`config.mk`:
```
export PLATFORM = sky130hd
export DESIGN_NAME = etx_arbiter_nch
export DESIGN_NICKNAME = d
export VERILOG_FILES = /design/src/rtl/etx_arbiter_nch_pkg.sv /design/src/rtl/etx_arbiter_nch_rr_arbiter.sv /design/src/rtl/etx_arbiter_nch.sv
export SDC_FILE = /design/constraint.sdc
export NUM_CORES = 1
export LEC_CHECK = 0
export ABC_AREA = 1
export CELL_PAD_IN_SITES_DETAIL_PLACEMENT = 1
export CELL_PAD_IN_SITES_GLOBAL_PLACEMENT = 1
export CORE_UTILIZATION = 25
export DETAILED_ROUTE_END_ITERATION = 10
export PLACE_DENSITY_LB_ADDON = 0.1
export SLEW_MARGIN = 0
export SYNTH_ARGS = -nofsm -noshare
export SYNTH_HDL_FRONTEND = slang
export SYNTH_SLANG_ARGS = --single-unit
```
`constraint.sdc`:
```
create_clock -name clk -period 3.75 [get_ports clk]
set_clock_uncertainty 0.2 [all_clocks]
set_input_delay 0.375 -clock clk [delete_from_list [all_inputs] [get_ports clk]]
set_output_delay 0.375 -clock clk [all_outputs]
set_load 0.03 [all_outputs]
```
`src/rtl/etx_arbiter_nch_pkg.sv`:
```
// -----------------------------------------------------------------------------
// etx_arbiter_nch_pkg
// Shared emesh packet layout for the elink TX arbiter: field offsets, datamode
// encodings and a small header decode helper.
// No ports (package).
// -----------------------------------------------------------------------------
package etx_arbiter_nch_pkg;

    localparam int PKT_WRITE_BIT    = 0;
    localparam int PKT_DATAMODE_LSB = 1;
    localparam int PKT_CTRLMODE_LSB = 3;
    localparam int PKT_DSTADDR_LSB  = 8;
    localparam int PKT_DATA_LSB     = 40;
    localparam int PKT_SRCADDR_LSB  = 72;

    typedef enum logic [1:0] {
        DM_BYTE   = 2'b00,
        DM_HALF   = 2'b01,
        DM_WORD   = 2'b10,
        DM_DOUBLE = 2'b11
    } datamode_e;

    // True for a write-double header: the only packet type that can open or
    // extend a burst.
    function automatic logic is_write_double(input logic [7:0] hdr);
        return hdr[PKT_WRITE_BIT] && (hdr[PKT_DATAMODE_LSB +: 2] == DM_DOUBLE);
    endfunction

endpackage

```
`src/rtl/etx_arbiter_nch_rr_arbiter.sv`:
```
// -----------------------------------------------------------------------------
// etx_rr_arbiter
// Combinational one-hot arbiter. RR=1: round-robin, search starts at ptr+1
// modulo NCH. RR=0: fixed priority, lowest index wins.
// Ports:
//   req   in   NCH          eligible requests
//   ptr   in   clog2(NCH)   index of the last granted channel (RR only)
//   grant out  NCH          one-hot grant, zero when no request
// -----------------------------------------------------------------------------
module etx_rr_arbiter #(
    parameter int NCH = 3,
    parameter int RR  = 1
) (
    input  logic [NCH-1:0]         req,
    input  logic [$clog2(NCH)-1:0] ptr,
    output logic [NCH-1:0]         grant
);

    // Scan from lowest to highest priority so the last hit (highest priority)
    // is the one left standing in grant.
    always_comb begin
        int idx;
        idx   = 0;
        grant = '0;
        if (RR != 0) begin
            for (int k = NCH; k >= 1; k--) begin
                idx = (int'(ptr) + k) % NCH;
                if (req[idx]) begin
                    grant      = '0;
                    grant[idx] = 1'b1;
                end
            end
        end else begin
            for (int i = NCH - 1; i >= 0; i--) begin
                if (req[i]) begin
                    grant    = '0;
                    grant[i] = 1'b1;
                end
            end
        end
    end

endmodule

```
`src/rtl/etx_arbiter_nch.sv`:
```
// -----------------------------------------------------------------------------
// etx_arbiter_nch
// N-channel elink TX arbiter. Merges NCH emesh packet streams into one
// registered output stream with round-robin or fixed priority, per-channel
// blocking and write-double burst lock.
// Ports:
//   clk         in   1        clock
//   reset       in   1        synchronous active-high reset
//   in_access   in   NCH      per-channel packet valid
//   in_packet   in   NCH*PW   channel i packet at [i*PW +: PW]
//   in_block    in   NCH      channel i ineligible this cycle
//   in_wait     out  NCH      per-channel pushback, hold packet while high
//   out_access  out  1        registered output valid
//   out_packet  out  PW       registered output packet
//   out_burst   out  1        high on beats 2..n of a locked burst
//   out_chan    out  NCH      one-hot source channel of out_packet
//   out_wait    in   1        downstream pushback, output holds while high
// -----------------------------------------------------------------------------
module etx_arbiter_nch
    import etx_arbiter_nch_pkg::*;
#(
    parameter int NCH      = 3,
    parameter int PW       = 104,
    parameter int AW       = 32,
    parameter int RR       = 1,
    parameter int BURST_EN = 1,
    parameter int MAXBURST = 16
) (
    input  logic              clk,
    input  logic              reset,
    input  logic [NCH-1:0]    in_access,
    input  logic [NCH*PW-1:0] in_packet,
    input  logic [NCH-1:0]    in_block,
    output logic [NCH-1:0]    in_wait,
    output logic              out_access,
    output logic [PW-1:0]     out_packet,
    output logic              out_burst,
    output logic [NCH-1:0]    out_chan,
    input  logic              out_wait
);

    localparam int IW = $clog2(NCH);
    localparam int CW = $clog2(MAXBURST + 1);
    localparam logic [CW-1:0] MAX_CNT = CW'(MAXBURST);

    logic [NCH-1:0] req;
    logic [NCH-1:0] arb_grant;
    logic [NCH-1:0] grant;
    logic [NCH-1:0] lock_onehot;
    logic           load;
    logic           any_req;
    logic           hold_lock;

    logic [IW-1:0]  rr_ptr;
    logic [IW-1:0]  lock_chan;
    logic [IW-1:0]  grant_idx;
    logic           lock;
    logic [CW-1:0]  burst_cnt;
    logic [AW-1:0]  prev_dstaddr;

    logic [PW-1:0]  lock_pkt;
    logic [PW-1:0]  grant_pkt;
    logic [AW-1:0]  lock_dst;

    assign req     = in_access & ~in_block;
    assign load    = ~out_access | ~out_wait;
    assign any_req = |req;

    always_comb begin
        lock_pkt = '0;
        for (int i = 0; i < NCH; i++) begin
            if (lock_chan == IW'(i)) begin
                lock_pkt = in_packet[i*PW +: PW];
            end
        end
    end

    assign lock_dst = lock_pkt[PKT_DSTADDR_LSB +: AW];

    // The locked channel keeps the output only while it presents the next
    // sequential write-double and the burst has room left; otherwise this same
    // cycle falls back to normal arbitration.
    assign hold_lock = (BURST_EN != 0) && lock && req[lock_chan]
                       && is_write_double(lock_pkt[7:0])
                       && (lock_dst == prev_dstaddr + AW'(8))
                       && (burst_cnt < MAX_CNT);

    etx_rr_arbiter #(
        .NCH (NCH),
        .RR  (RR)
    ) u_rr_arbiter (
        .req   (req),
        .ptr   (rr_ptr),
        .grant (arb_grant)
    );

    assign lock_onehot = {{(NCH-1){1'b0}}, 1'b1} << lock_chan;
    assign grant       = hold_lock ? lock_onehot : arb_grant;

    always_comb begin
        grant_pkt = '0;
        grant_idx = '0;
        for (int i = 0; i < NCH; i++) begin
            if (grant[i]) begin
                grant_pkt = in_packet[i*PW +: PW];
                grant_idx = IW'(i);
            end
        end
    end

    assign in_wait = in_access & ~(grant & {NCH{load}});

    always_ff @(posedge clk) begin
        if (reset) begin
            out_access   <= 1'b0;
            out_packet   <= '0;
            out_burst    <= 1'b0;
            out_chan     <= '0;
            rr_ptr       <= IW'(NCH - 1);
            lock         <= 1'b0;
            lock_chan    <= '0;
            burst_cnt    <= '0;
            prev_dstaddr <= '0;
        end else if (load) begin
            if (any_req) begin
                out_access   <= 1'b1;
                out_packet   <= grant_pkt;
                out_chan     <= grant;
                out_burst    <= hold_lock;
                rr_ptr       <= grant_idx;
                prev_dstaddr <= grant_pkt[PKT_DSTADDR_LSB +: AW];
                if (hold_lock) begin
                    burst_cnt <= burst_cnt + 1'b1;
                end else if ((BURST_EN != 0) && is_write_double(grant_pkt[7:0])) begin
                    // Any write-double loaded outside a held burst opens a new
                    // lock as beat 1.
                    lock      <= 1'b1;
                    lock_chan <= grant_idx;
                    burst_cnt <= CW'(1);
                end else begin
                    lock      <= 1'b0;
                    burst_cnt <= '0;
                end
            end else begin
                out_access <= 1'b0;
                out_burst  <= 1'b0;
                out_chan   <= '0;
                lock       <= 1'b0;
                burst_cnt  <= '0;
            end
        end
    end

endmodule

```
# After elaboration in Yosys (flattened, before gate mapping)
# Cells that the tools add are included.
[word_totals]
inputBits = 321
wordCells = 93
ff_bits = 151
[classes]
addsub = 5
muxes = 38
bitwise_logic = 9
reduce_logical = 14
order_cmp = 8
eq_ne = 6
div_mod_pow = 3
shifts = 1
[op_table]
columns = ["cell", "count"]
rows = [
  ["104-bit 2-to-1 mux", 3],
  ["40-bit 2-to-1 mux", 3],
  ["32-bit by 1-bit greater-or-equal comparator with 1-bit output (second input constant)", 3],
  ["32-bit by 4-bit less-than comparator with 1-bit output (second input constant)", 3],
  ["32-bit by 3-bit modulo with 32-bit output (second input constant)", 3],
  ["32-bit by 4-bit adder with 32-bit output (second input constant)", 1],
  ["32-bit equality test", 1],
  ["1-bit 2-to-1 mux", 17],
  ["3-bit 2-to-1 mux", 5],
  ["5-bit 2-to-1 mux", 2],
  ["3-bit bitwise AND", 3],
  ["1-bit logical AND", 9],
  ["1-bit binary-select mux with 2-bit select", 4],
  ["2-bit by 2-bit adder with 3-bit output (second input constant)", 2],
  ["1-bit demux with 2-bit select", 3],
  ["2-bit equality test (second input constant)", 3],
  ["3-bit NOT", 2],
  ["5-bit by 1-bit adder with 5-bit output (second input constant)", 1],
  ["5-bit less-than comparator (second input constant)", 1],
  ["2-bit AND reduction", 2],
  ["4-bit AND reduction", 1],
  ["2-bit by 1-bit adder with 3-bit output (second input constant)", 1],
  ["2-bit by 3-bit less-than comparator with 1-bit output (second input constant)", 1],
  ["1-bit NOT", 3],
  ["other kinds (7)", 7],
]

# Depth between registers and ports, before layout
[logic_depth]
depth_word = 18
ltp_mapped = 26
depth_no_buf = 26

# By module
# From an unflattened synthesis, not the netlist that was laid out.
[hier_totals]
hier_cells = 1402
area_unflattened_um2 = 8927.3
[by_module_without_submodules]
columns = ["module", "n_inst", "cells_each", "seq_area_each_um2", "area_each_um2"]
rows = [
  ["etx_arbiter_nch", 1, 1355, 2382.3, 8662.1],
  ["etx_rr_arbiter", 1, 47, 0.0, 265.3],
]

# Worst setup path before layout
# No wires, ideal clock.
[synth_timing]
kind = "flip-flop to output port"
startpoint = "register out_packet[11] (netlist name)"
endpoint = "output port in_wait[1]"
slack_ns = 0.228
n_path_buf = 2
t_arrival_ns = 2.947
stages_incl_launch_ff = 20
t_required_ns = 3.175
path_cell_list = "dfxtp_1 -> ha_1 -> nand2_1 -> nor2_2 -> nand2_1 -> nor2_2 -> nand2_1 -> nand2_1 -> nand2_1 -> nand2_1 -> nand2_1 -> nor2_1 -> nand2_1 -> nor2_4 -> nand2_2 -> nand2_1 -> nand2_2 -> buf_4 -> buf_6 -> a21oi_1"
[synth_rtl]
columns = ["item", "line", "text"]
rows = [
  ["to (decl)", "etx_arbiter_nch.sv:34", "output logic [NCH-1:0] in_wait,"],
]

# Worst setup path after layout
[layout_timing]
startpoint = "register lock_chan[0]"
endpoint = "output port in_wait[2]"
[layout_via]
elab_chain_cells = 13
elab_cells_between_ends = 20
[layout_rtl]
columns = ["item", "line", "text"]
rows = [
  ["from (decl)", "etx_arbiter_nch.sv:55", "logic [IW-1:0] lock_chan;"],
  ["from (signal assigned)", "etx_arbiter_nch.sv:138", "lock_chan <= grant_idx;"],
  ["parallel branches: the longest is 9 deep, another holds 40-bit 2-to-1 mux", "n/a", ""],
  ["3-bit 2-to-1 mux (*)", "etx_arbiter_nch.sv:98", "assign grant = hold_lock ? lock_onehot : arb_grant;"],
  ["3-bit bitwise AND (*)", "etx_arbiter_nch.sv:111", "assign in_wait = in_access & ~(grant & {NCH{load}});"],
  ["3-bit NOT (*)", "etx_arbiter_nch.sv:111", ""],
  ["3-bit bitwise AND (*)", "etx_arbiter_nch.sv:111", ""],
]
# Every way passes the cells marked *. The select of a mux whose other input is x is not followed.

==> impl_results.md <==
* Mux contribution to synthesized area at 0%
* Max cap viols at 0
* Finished Layout Cells at 2369
* Routability cong. at 0.9001
* Worst-path clk slew at 0.06 ns
* CTS tree: yes
* Adder-Cell Fraction of Synth Area at 0.8435%
* CTS Buffer Depth at 2
* Global-route wire length before repair at 72970 um
* Unique masters post-synth at 36
* Vias in the first global route at 12830
* PortBufs at 432
* Clock Tree Root: clkbuf_16
* Fmax at roughly 280 MHz
* Post-synthesis instance area at 8900 um^2
* Gr usage total at a little over a quarter
* Crit-path max FO at 7
* Top-level port count at 433
* Final Cell Area at 14890 um^2
* Syn Inst Count at 1459
* Clk sinks at 119
* Pwr/cell area at ~550 nW/um^2
* Final-layout fill cell count at ~4400
* FP Rows at between 60 and 70
* 1st-pass router iterations at 5
* DR WL/cell at 20.49 um
* LEAKAGE at 5.879 nW
* CP max stage delay at 0.36 ns
* Final wirelength at 48550 um
* Synth Register Bits at 119
* Mapped Nets at 1786
* DRC Markers at 0
* Part of the Yosys area used for sequential elements at a little over a quarter
* Core ar. at 34800 um^2
* Rel. slew slack at 36.60%
* Critical path startpoint category: flop
* Main combinational cell family by area after synthesis: simple AND/OR/NAND/NOR gates
* Peak VDD IR at 0.3267 mV
* Post-Synth XOR/XNOR Area at 0.7451%
* Routed Antenna Nets at 0
* Nets at approximately 2200
* TritonCTS buffer count at 17
* Final Setup Violations at 0
* Syn_area_per_cell at 6.100 um^2
* Initial DRC Count at just over 500
* Area of the multi-input gates at about 5800 um^2
* Register Area at about 2400 um^2
* Hold Buf Count CTS at 0
* Antenna cell count at 0
* Synth Area in Simple Gates at 39.53%
* Die Footprint at 36360 um^2
* Via count at 12140
* Initial antenna violation count at 4
* R2R Setup Slk at 0.29 ns
* Critical path class: reg -> out
* Fin crit period at ~3.6 ns
* Worst Tran Pin Value at 0.9509 ns
* Buf/Inv on CP at 6
* Chip Height at ~190 um
* Hold Path Class: reg -> reg
* Worst-Skew Late Latency at approximately 0.43 ns
* Layout cells sized above 1 at 9.666%
* Area grow syn2layout at 67.34%
* CTS H-tree lvls at 4
* Warnings from Yosys at 0
* Final period util at 95.34%
* Critical path arrival at around 3 ns
* Final Hold Fails at 0
* Largest net degree at the start of global routing at 75
* Slew Viols, Final at 0
* CP delay by family, top: simple AND/OR/NAND/NOR gates
* Initial Util at 25.58%
* Placed Cells at ~2300
* Vias/cell at 5.123
* Worst Path Required at approximately 3.2 ns
* Total grt overflow at 0
* Dpl cell area at about 14000 um^2
* Slowest CP cell: dfxtp_4
* Status: finished clean
* Die W at between 150 and 200 um
* Critical path capture point type: output port
* Critical Path, Cell by Cell: buf_8 -> nor2_8 -> buf_6 -> buf_6 -> nand2_2 -> nand3_2 -> nand2_2 -> nand2_1 -> nand3_1 -> nand2_2 -> nand2_1 -> nor2_1 -> nand2_1 -> nor2_4 -> nand2_4 -> nand2_2 -> nand2_4 -> nor2_4 -> inv_2 -> nand2_1 -> inv_1 -> buf_4
* Detailed Place HPWL at around 38000 um
* Compound-Gate Fraction of Synth Area at 21.83%
-- where the power goes --
| part | leakage [nW] | switching (mW) | internal [mW] |
|---|---|---|---|
| registers | 0.981 | 0.217 | 1.53 |
| logic | 4.60 | 2.80 | 1.92 |
| clock network | 0.293 | 0.700 | 1.09 |
-- worst register-to-register path: cells and delay by family, from the launching register on --
kind	cells	cell delay, ns
buffers and inverters	5	0.73
flip-flops	1	0.36
AND/OR/NAND/NOR	20	2.09
-- metrics by stage --
stage	setup slack, ns	TNS [ns]	total power, mW	utilization [%]	hold slack (ns)
2_1_floorplan	0.2278	0	4.357	-	0.2436
3_3_place_gp	0.1276	0	6.321	40.09	0.2523
3_5_place_dp	0.05519	0	6.360	40.09	0.2710
4_1_cts	0.02983	0	8.229	42.14	0.2839
5_1_grt	-0.003606	-0.003606	8.744	42.80	0.3132
6_report	0.1746	0	8.249	42.80	0.2823
-- synth_stat cells (all sizes together) --
| cell type | n | area, um^2 |
|---|---|---|
| nor3 | 2 | 10.01 |
| ha | 6 | 75.07 |
| o21ai | 94 | 470.5 |
| nand4 | 41 | 256.5 |
| a31oi | 51 | 319.1 |
| a21oi | 52 | 260.3 |
| a32oi | 6 | 52.55 |
| a22o | 60 | 525.5 |
| o211ai | 9 | 67.56 |
| a41oi | 20 | 175.2 |
| a211o | 1 | 8.760 |
| clkinv | 3 | 11.26 |
| xnor3 | 1 | 22.52 |
| xnor2 | 1 | 8.760 |
| clkbuf | 34 | 127.6 |
| nand2 | 521 | 1978 |
| nor2 | 138 | 619.3 |
| o22ai | 9 | 56.30 |
| nand3b | 5 | 37.54 |
| inv | 109 | 409.2 |
| dfxtp | 119 | 2382 |
| nand3 | 121 | 610.6 |
| xor2 | 4 | 35.03 |
| buf | 50 | 366.6 |
| a21o | 1 | 7.510 |
| or2 | 1 | 6.260 |
-- cell usage in the layout, fill, tap and decap left out, types with 6 or more instances in the layout --
| master | count |
|---|---|
| o211ai_1 | 9 |
| o22ai_1 | 9 |
| a31oi_1 | 51 |
| nand3_1 | 113 |
| buf_12 | 14 |
| o21ai_1 | 7 |
| nor2_2 | 9 |
| nand2_1 | 501 |
| a22o_1 | 60 |
| clkdlybuf4s50_1 | 428 |
| nand4_1 | 41 |
| dfxtp_2 | 6 |
| buf_4 | 53 |
| nand2_2 | 15 |
| a41oi_1 | 20 |
| o21ai_0 | 87 |
| buf_6 | 8 |
| dfxtp_1 | 111 |
| a21oi_1 | 50 |
| nor2_4 | 15 |
| a32oi_1 | 6 |
| clkbuf_16 | 18 |
| inv_2 | 9 |
| nor2_1 | 113 |
| nand3_2 | 8 |
| inv_1 | 100 |
-- area by class of cell --
class	instances	share of cell area [%]
multi-input combinational	1144	38.68
timing repair buffer	508	34.43
sequential	119	16.10
tap	455	3.823
clock buffer	19	3.041
inverter	112	2.823
clock inverter	12	1.109
-- path summary, 6_finish.rpt --
check | startpoint | endpoint | cells past startpoint
hold / removal | out_chan[2] | out_chan[2] | 2
hold reg to reg | out_chan[2] | out_chan[2] | 2
setup / recovery | lock_chan[0] | in_wait[2] | 22
setup reg to reg | lock_chan[0] | lock_chan[0] | 25
-- per-layer routing --
layer / global-route usage (%) / routed length (um) / vias to the layer above
li1: - / - / 5811
met1: 30.97 / 20260 / 5851
met2: 46.63 / 23810 / 372
met3: 5.613 / 2801 / 96
met4: 10.46 / 1635 / 6
met5: 0 / 41 / -
-- state kept, by name, indices dropped and copies added, names as in the netlist --
| name | flops |
|---|---|
| out_packet | 104 |
| burst_cnt | 5 |
| out_chan | 3 |
| lock_chan | 2 |
| rr_ptr | 2 |
| lock | 1 |
| out_access | 1 |
| out_burst | 1 |
-- what timing repair did --
action                                  CTS  global route
gates resized for setup                  21            47
pin swaps                                 4            16
cloned                                    0             1
endpoints found under the setup margin    3             4
setup buffers                             4             7
-- logic make-up (layout without fill, tap and decap cells) --
logic type               Yosys count  after routing
buffers and inverters            196            651
XOR/XNOR                           6              6
adder cells (fa/ha/maj)            6              6
flip-flops                       119            119
AO/OA/AOI/OAI                    303            303
AND/OR/NAND/NOR                  829            829
(Power assumes the default switching activity.)
